===== src/rtl/reg_sel_sequencer.sv =====
// Registered one-hot select generator: direct address decode or programmable scan with dwell.
// Optional SEL_TRISTATE_EN: sel floats while enable was sampled low and during reset.
module reg_sel_sequencer #(
  parameter int unsigned ADDR_W  = 4,
  parameter int unsigned NUM_SEL = 16,
  parameter int unsigned DWELL   = 1
) (
  input  logic               clk,
  input  logic               reset,
  input  logic               enable,
  input  logic               mode,
  input  logic [ADDR_W-1:0]  addr,
  input  logic               start,
  input  logic [ADDR_W:0]    len,
  output logic [NUM_SEL-1:0] sel,
  output logic [ADDR_W-1:0]  cur_addr,
  output logic               busy,
  output logic               done,
  output logic               err
);

  localparam int unsigned      DW_W       = (DWELL > 1) ? $clog2(DWELL) : 1;
  localparam logic [DW_W-1:0]  DWELL_LAST = DW_W'(DWELL - 1);
  localparam logic [ADDR_W:0]  NUM_SEL_W  = (ADDR_W + 1)'(NUM_SEL);
  localparam logic [ADDR_W:0]  CNT_ONE    = (ADDR_W + 1)'(1);
  localparam logic [ADDR_W-1:0] LAST_ADDR = ADDR_W'(NUM_SEL - 1);

  typedef enum logic [1:0] {StIdle, StScan, StDone} state_e;

  state_e             state_q;
  logic [NUM_SEL-1:0] sel_q;
  logic [ADDR_W:0]    count_q;
  logic [DW_W-1:0]    dwell_q;

  logic               addr_oor;
  logic [ADDR_W:0]    len_clamped;
  logic [ADDR_W-1:0]  next_addr;

  function automatic logic [NUM_SEL-1:0] onehot(input logic [ADDR_W-1:0] a);
    return NUM_SEL'(1) << a;
  endfunction

  assign addr_oor    = ({1'b0, addr} >= NUM_SEL_W);
  assign len_clamped = (len > NUM_SEL_W) ? NUM_SEL_W : len;
  assign next_addr   = (cur_addr == LAST_ADDR) ? '0 : cur_addr + 1'b1;

  always_ff @(posedge clk or posedge reset) begin
    if (reset) begin
      state_q  <= StIdle;
      sel_q    <= '0;
      cur_addr <= '0;
      count_q  <= '0;
      dwell_q  <= '0;
      busy     <= 1'b0;
      done     <= 1'b0;
      err      <= 1'b0;
    end else if (!enable) begin
      // Abort: drop everything without a done pulse; cur_addr keeps its last value.
      state_q <= StIdle;
      sel_q   <= '0;
      count_q <= '0;
      dwell_q <= '0;
      busy    <= 1'b0;
      done    <= 1'b0;
      err     <= 1'b0;
    end else begin
      unique case (state_q)
        StIdle: begin
          busy    <= 1'b0;
          done    <= 1'b0;
          dwell_q <= '0;
          if (!mode) begin
            if (addr_oor) begin
              sel_q <= '0;
              err   <= 1'b1;
            end else begin
              sel_q    <= onehot(addr);
              cur_addr <= addr;
              err      <= 1'b0;
            end
          end else begin
            sel_q <= '0;
            err   <= 1'b0;
            if (start) begin
              cur_addr <= addr_oor ? '0 : addr;
              err      <= addr_oor;
              count_q  <= len_clamped;
              state_q  <= (len == '0) ? StDone : StScan;
            end
          end
        end
        StScan: begin
          sel_q <= onehot(cur_addr);
          busy  <= 1'b1;
          err   <= 1'b0;
          if (dwell_q == DWELL_LAST) begin
            dwell_q <= '0;
            count_q <= count_q - 1'b1;
            if (count_q <= CNT_ONE) begin
              state_q <= StDone;
            end else begin
              cur_addr <= next_addr;
            end
          end else begin
            dwell_q <= dwell_q + 1'b1;
          end
        end
        StDone: begin
          sel_q   <= '0;
          busy    <= 1'b0;
          done    <= 1'b1;
          err     <= 1'b0;
          count_q <= '0;
          state_q <= StIdle;
        end
        default: begin
          state_q <= StIdle;
          sel_q   <= '0;
          busy    <= 1'b0;
          done    <= 1'b0;
        end
      endcase
    end
  end

`ifdef SEL_TRISTATE_EN
  logic sel_z_q;

  always_ff @(posedge clk or posedge reset) begin
    if (reset) begin
      sel_z_q <= 1'b1;
    end else begin
      sel_z_q <= !enable;
    end
  end

  assign sel = sel_z_q ? {NUM_SEL{1'bz}} : sel_q;
`else
  assign sel = sel_q;
`endif

endmodule


===== config.mk =====
export PLATFORM = sky130hd
export DESIGN_NAME = reg_sel_sequencer
export DESIGN_NICKNAME = d
export VERILOG_FILES = /design/src/rtl/reg_sel_sequencer.sv
export SDC_FILE = /design/constraint.sdc
export NUM_CORES = 1
export LEC_CHECK = 0
export CORE_MARGIN = 4
export CORE_UTILIZATION = 54
export DETAILED_ROUTE_END_ITERATION = 16
export PLACE_DENSITY_LB_ADDON = 0.08
export SYNTH_ARGS = -nofsm -noshare
export SYNTH_HDL_FRONTEND = slang
export SYNTH_SLANG_ARGS = --single-unit

===== constraint.sdc =====
create_clock -name clk -period 4.7 [get_ports clk]
set_clock_uncertainty 0.05 [all_clocks]
set_input_delay 1.175 -clock clk [delete_from_list [all_inputs] [get_ports clk]]
set_output_delay 1.175 -clock clk [all_outputs]
set_load 0.01 [all_outputs]

**Word-level counts from Yosys, hierarchy flattened**

Cells that the tools add are included.

- Muxes and demuxes: 31
- Reductions and logical operators: 7
- Eq/ne operators: 14
- Shift-type cells: 2
- $add $sub $neg: 3
- $lt $le $gt $ge: 2

Operator list:

| kind | number |
|---|---|
| two-way mux 16 bit | 2 |
| one-hot mux 16 bit (2 select lines) | 1 |
| << shifter 1 x 4 -> 16 bit (first input constant) | 2 |
| two-way mux 5 bit | 5 |
| two-way mux 4 bit | 5 |
| inequality test 3 bit (second input constant) | 5 |
| one-hot mux 5 bit (3 select lines) | 1 |
| two-way mux 2 bit | 6 |
| inequality test 2 bit (second input constant) | 4 |
| one-hot mux 4 bit (2 select lines) | 1 |
| AND reduction 4 bit | 2 |
| two-way mux 1 bit | 7 |
| > comparator 5 bit (second input constant) | 1 |
| <= comparator 5 x 1 -> 1 bit (second input constant) | 1 |
| zero test 5 bit | 1 |
| AND reduction 5 bit | 1 |
| subtractor 5 x 1 -> 5 bit (second input constant) | 1 |
| adder 4 x 1 -> 4 bit (second input constant) | 1 |
| equality test 4 bit (second input constant) | 1 |
| inequality test 4 x 1 -> 1 bit (second input constant) | 1 |
| one-hot mux 1 bit (2 select lines) | 2 |
| one-hot mux 2 bit (2 select lines) | 1 |
| inequality test 3 x 1 -> 1 bit (second input constant) | 1 |
| OR reduction 3 bit | 1 |
| 5 further kinds | 5 |

- Input port bits: 14
- Logic and storage cells: 67
- Register bits: 31
- Output and inout bits: 23

**Logic depth before layout (Yosys ltp)**

- Depth after elaboration: 6
- Mapped depth: 7
- Depth with buffers taken out: 6

**Least setup slack after synthesis**

OpenSTA, ideal clock, no wires.

- Path kind: input port to flip-flop
- From: input port start
- To: register count_q[4]
- Stages: 4
- Arrival: 1920 ps
- Data required time: 4530 ps
- Path buffers: 0
- Setup slack: 2610 ps
- Setup time: 120 ps
- Cells stage by stage: nand2_1 > a21oi_1 > o221ai_1 > o211a_1

- Word-level cells in the longest chain between the ends: 2

RTL lines:

| what | line | RTL |
|---|---|---|
| start, declared | 13 | `input logic start,` |
| inequality test 3 bit (no line) | -- |  |
| AND reduction 4 bit (no line) | -- |  |
| end signal, assigned | 87 | `count_q <= len_clamped;` |
| end signal, assigned | 98 | `count_q <= count_q - 1'b1;` |
| end, declared | 32 | `logic [ADDR_W:0] count_q;` |

Every way passes these cells.
A chain may end at the register's enable or synchronous reset.

**Worst setup path in the final report**

- From: input port enable
- To: register state_q[0]

- Word-level cells in the longest chain between the ends: 2
- Elaborated cells between the ends (all ways): 6
- Those cells by class: eq/ne: 4; mux: 1; reduce/logical: 1

RTL lines:

| what | line | RTL |
|---|---|---|
| start, declared | 10 | `input logic enable,` |
| inequality test 3 bit (no line) | -- |  |
| AND reduction 4 bit (no line) | -- |  |
| end signal, assigned | 49 | `state_q <= StIdle;` |
| end signal, assigned | 59 | `state_q <= StIdle;` |
| end signal, assigned | 88 | `state_q <= (len == '0) ? StDone : StScan;` |
| end, declared | 30 | `state_e state_q;` |

Several ways; a longest one is shown, not always the timed one.

==> metrics.log <==
[metrics] outcome: finished clean
[metrics] r2r setup slk: 2.50 ns
[metrics] shortest period the worst path allows: 2.74 ns
[metrics] post-detailed-route wirelength per cell: 16.3 um
[metrics] endpoint of the most critical setup path: state_q[0]
[metrics] Slew headroom: 28.8%
[metrics] slowest CP cell: sky130_fd_sc_hd__inv_1
[metrics] Syn-to-layout area delta: 25.7%
[metrics] port bufs: 35
[metrics] worst vdd ir: 0.273 mV
[metrics] net switching power figure: 0.000306 W
[metrics] Critical Path Stages: 5
[metrics] Worst R2R Start: state_q[1]
[metrics] count of flip-flops with a built-in enable after synthesis: 0
[metrics] total setup buffers inserted after CTS: 0
[metrics] worst setup path class: in -> reg
[metrics] initial antenna violation count: 0
[metrics] reported max-cap violation count: 0
[metrics] post-synthesis sequential area ratio: 43.6%
[metrics] overall via count from detail_route: 1,464
[metrics] count of buffer and inverter cells on the critical path: 2
[metrics] Die Area: 0.00404 mm^2
[metrics] final count of negative-setup-slack endpoints: 0
[metrics] total detailed-routing wirelength: 3890 um
[metrics] clock-pin slew on the worst setup and hold paths: 0.10 ns
[metrics] area taken by multi-input logic gates: 863 um^2
[metrics] wire length of the first global-routing pass: 6550 um
[metrics] number of buffers created by CTS: 5
[metrics] DRC marker count from the first detailed-route iteration: 75
[metrics] maximum clock rate: 365 MHz
[metrics] pin count of the biggest net entering global routing: 30
[metrics] largest stage delay on the critical path: 0.56 ns
[metrics] number of levels the H-tree was split into: 2
[metrics] critical hold path startpoint: state_q[1]
[metrics] fraction of final layout cells with drive strength greater than 1: 8.21%
[metrics] cell area after technology mapping: 0.00167 mm^2
[metrics] Seq. cell area: 726 um^2
[metrics] final standard cell utilization of the core: 73.4%
[metrics] Total Neg Setup Slack: 0 ns
[metrics] Post-synth ARST share: 100%
[metrics] final hold violations: 0
[metrics] unrepaired setup endpoints after global routing: no
[metrics] capture point of the worst reg-to-reg path: count_q[4]
[metrics] boundary pin count: 37
[metrics] Setup crit end kind: flop
[metrics] NumNets Final: 231
[metrics] Critical Path RT: 4.91 ns
[metrics] final worst-path cycle share: 58.3%
[metrics] weighted congestion at the end of routability-driven global placement: 0.899
[metrics] Sequential Power Share: 40.6%
[metrics] insertion delay of the later-clocked pin in the worst-skew pair: 0.34 ns
[metrics] worst setup path start: enable
[metrics] number of nets produced by synthesis: 196
[metrics] Tot Pwr: 0.000802 W
[metrics] switching power share of the total: 38.1%
[metrics] post-CTS resize count: 0
[metrics] global-route usage over all layers: 20.8%
[metrics] combinational share of power: 37.3%
[metrics] die width: 63.5 um
[metrics] via count of the first global-routing pass: 1,410
[metrics] transition time at the pin with the least slew margin: 1.07 ns
[metrics] antenna fix cells: 0
[metrics] CP Data Arrival Time: 2.95 ns
[metrics] detailed-route DRC error count: 0
[metrics] peak fanout along the critical path: 22
[metrics] cell class contributing the biggest share of worst-path delay: buffers and inverters
[metrics] logic depth of the worst register-to-register path: 6
[metrics] Cell variety after synth: 46
[metrics] Power Dens Cells: 383 mW/mm^2
[metrics] number of warnings issued by yosys: 0
[metrics] Critical Path, Cell by Cell: clkdlybuf4s50_1, inv_1, nor2_1, a211oi_1, o21bai_1
[metrics] clock network fraction of design power: 22.1%
[metrics] final worst hold slack: 0.514 ns
[metrics] # fillers: 219
[metrics] Final HPWL DP: 2880 um
[metrics] number of sinks on the clock net: 29
[metrics] initial cell density of the core: 58.4%
[metrics] Detail Route Antenna Nets: 0
[metrics] detailed-route vias per instance: 6.15
[metrics] classification of the worst-slack hold path: reg -> reg
[metrics] Post-CTS Hold Buffers: 0
[metrics] overall overflow remaining after global route: 0
[metrics] maximum count of clock buffers along a single path: 2
[metrics] detailed-routing iteration count for the pre-antenna-repair pass: 4
[metrics] Setup crit start kind: input port
[metrics] Post-Synthesis Cells: 171
[metrics] root cell of the clock tree: sky130_fd_sc_hd__clkbuf_4
[metrics] top_reg_cell synth: sky130_fd_sc_hd__dfrtp_1
[metrics] Final Max Tran Viols: 0
[metrics] Internal Pwr Total: 0.000496 W
[metrics] area of the core: 0.00285 mm^2
[metrics] std cell rows: 19
[metrics] average instance area after synthesis: 9.74 um^2
[metrics] leakage power summed over all cells: 0.900 nW
[metrics] register bit count reported by yosys: 29
[metrics] Die Span Y: 63.5 um
[metrics] CTS tree: built
-- how the worst min path moves through the flow --
stage / endpoint / cells past startpoint
global placement: state_q[1] / 1
finish: state_q[1] / 1
floorplan: state_q[1] / 1
detailed placement: state_q[1] / 1
CTS: state_q[1] / 1
global route: state_q[1] / 1
-- power by group through the flow --
stage | clock network (W) | logic [W] | registers (W)
finish | 0.000178 | 0.000299 | 0.000326
global route | 0.000190 | 0.000332 | 0.000333
CTS | 0.000175 | 0.000296 | 0.000325
detailed placement | 0 | 0.000294 | 0.000329
global placement | 0 | 0.000290 | 0.000327
floorplan | 0 | 0.000195 | 0.000323
-- kinds of logic (layout without fill, tap and decap cells) --
kind of cell / after synthesis / in the layout / synth area share [%]
simple gates: 59 / 59 / 18.9
other cells: 1 / 1 / 0.225
buf+inv: 19 / 55 / 4.58
compound gates: 47 / 47 / 21.6
xor+xnor: 2 / 2 / 1.05
flops: 29 / 29 / 43.6
mux: 3 / 3 / 1.80
fa+ha+maj: 11 / 11 / 8.26
-- metal layers --
metal / track usage (%) / share of wire (%) / vias to the layer above
met2: 31.8 / 45 / 70
met4: 7.55 / 2.0 / 0
met5: 0 / 0 / -
met1: 27.9 / 45 / 686
li1: - / - / 698
met3: 5.86 / 7.3 / 10
-- cells in the final DEF, fill, tap and decap left out, types with 3 or more instances in the layout --
master,Yosys,routed
sky130_fd_sc_hd__a32oi_1,7,7
sky130_fd_sc_hd__a211oi_1,4,4
sky130_fd_sc_hd__nand3_1,5,5
sky130_fd_sc_hd__dfrtp_1,29,29
sky130_fd_sc_hd__a22oi_1,9,9
sky130_fd_sc_hd__nor2b_1,4,4
sky130_fd_sc_hd__ha_1,11,11
sky130_fd_sc_hd__nand2_1,5,5
sky130_fd_sc_hd__nor3_1,4,4
sky130_fd_sc_hd__nor2_1,27,27
sky130_fd_sc_hd__clkbuf_4,0,5
sky130_fd_sc_hd__clkdlybuf4s50_1,0,35
sky130_fd_sc_hd__mux2i_1,3,3
sky130_fd_sc_hd__inv_1,11,11
sky130_fd_sc_hd__a21oi_1,6,6
-- stage by stage --
step	setup slack (ns)	cells	area [um^2]
after CTS	1.99	238	2090
after floorplan	2.61	171	1670
after global routing	1.90	238	2090
final	1.96	238	2090
after global placement	1.85	230	2020
after detailed placement	1.65	230	2020
-- state kept, by name (all words and copies together), names as in the netlist --
signal	cells
cur_addr	4
count_q	5
sel	16
done	1
busy	1
state_q	2
-- cells in the mapped netlist, types with 2 or more instances --
cell | n | area, um^2
sky130_fd_sc_hd__nor2_1 | 27 | 101
sky130_fd_sc_hd__a32oi_1 | 7 | 61.3
sky130_fd_sc_hd__a21oi_1 | 6 | 30.0
sky130_fd_sc_hd__a21o_1 | 2 | 15.0
sky130_fd_sc_hd__o211a_1 | 2 | 20.0
sky130_fd_sc_hd__a211oi_1 | 4 | 30.0
sky130_fd_sc_hd__nand2_1 | 5 | 18.8
sky130_fd_sc_hd__o21ai_0 | 2 | 10.0
sky130_fd_sc_hd__nor2b_1 | 4 | 25.0
sky130_fd_sc_hd__and4bb_2 | 2 | 25.0
sky130_fd_sc_hd__and3_2 | 2 | 15.0
sky130_fd_sc_hd__clkbuf_1 | 5 | 18.8
sky130_fd_sc_hd__xnor2_1 | 2 | 17.5
sky130_fd_sc_hd__o211ai_1 | 2 | 15.0
sky130_fd_sc_hd__inv_1 | 11 | 41.3
sky130_fd_sc_hd__dfrtp_1 | 29 | 726
sky130_fd_sc_hd__a22oi_1 | 9 | 67.6
sky130_fd_sc_hd__nor3_1 | 4 | 20.0
sky130_fd_sc_hd__nand4_1 | 2 | 12.5
sky130_fd_sc_hd__nor3b_1 | 2 | 15.0
sky130_fd_sc_hd__ha_1 | 11 | 138
sky130_fd_sc_hd__mux2i_1 | 3 | 30.0
sky130_fd_sc_hd__nand3_1 | 5 | 25.0
-- worst register-to-register path, stage by stage (launching register included) --
cell and delay, ns:
sky130_fd_sc_hd__dfrtp_1 0.41, sky130_fd_sc_hd__inv_1 0.08, sky130_fd_sc_hd__ha_1 0.57, sky130_fd_sc_hd__nor3_1 0.17, sky130_fd_sc_hd__a21oi_1 0.44, sky130_fd_sc_hd__o221ai_1 0.21, sky130_fd_sc_hd__o211a_1 0.16
-- layout make-up --
| class | instances | share of cell area, % |
|---|---|---|
| inverters | 12 | 2.15 |
| clock buffers | 7 | 3.11 |
| multi-input cells | 123 | 41.2 |
| clock inverters | 1 | 0.239 |
| flip-flops and latches | 29 | 34.7 |
| well taps | 31 | 1.85 |
| repair buffers | 35 | 16.7 |
Power figures use the tool's default switching activity.
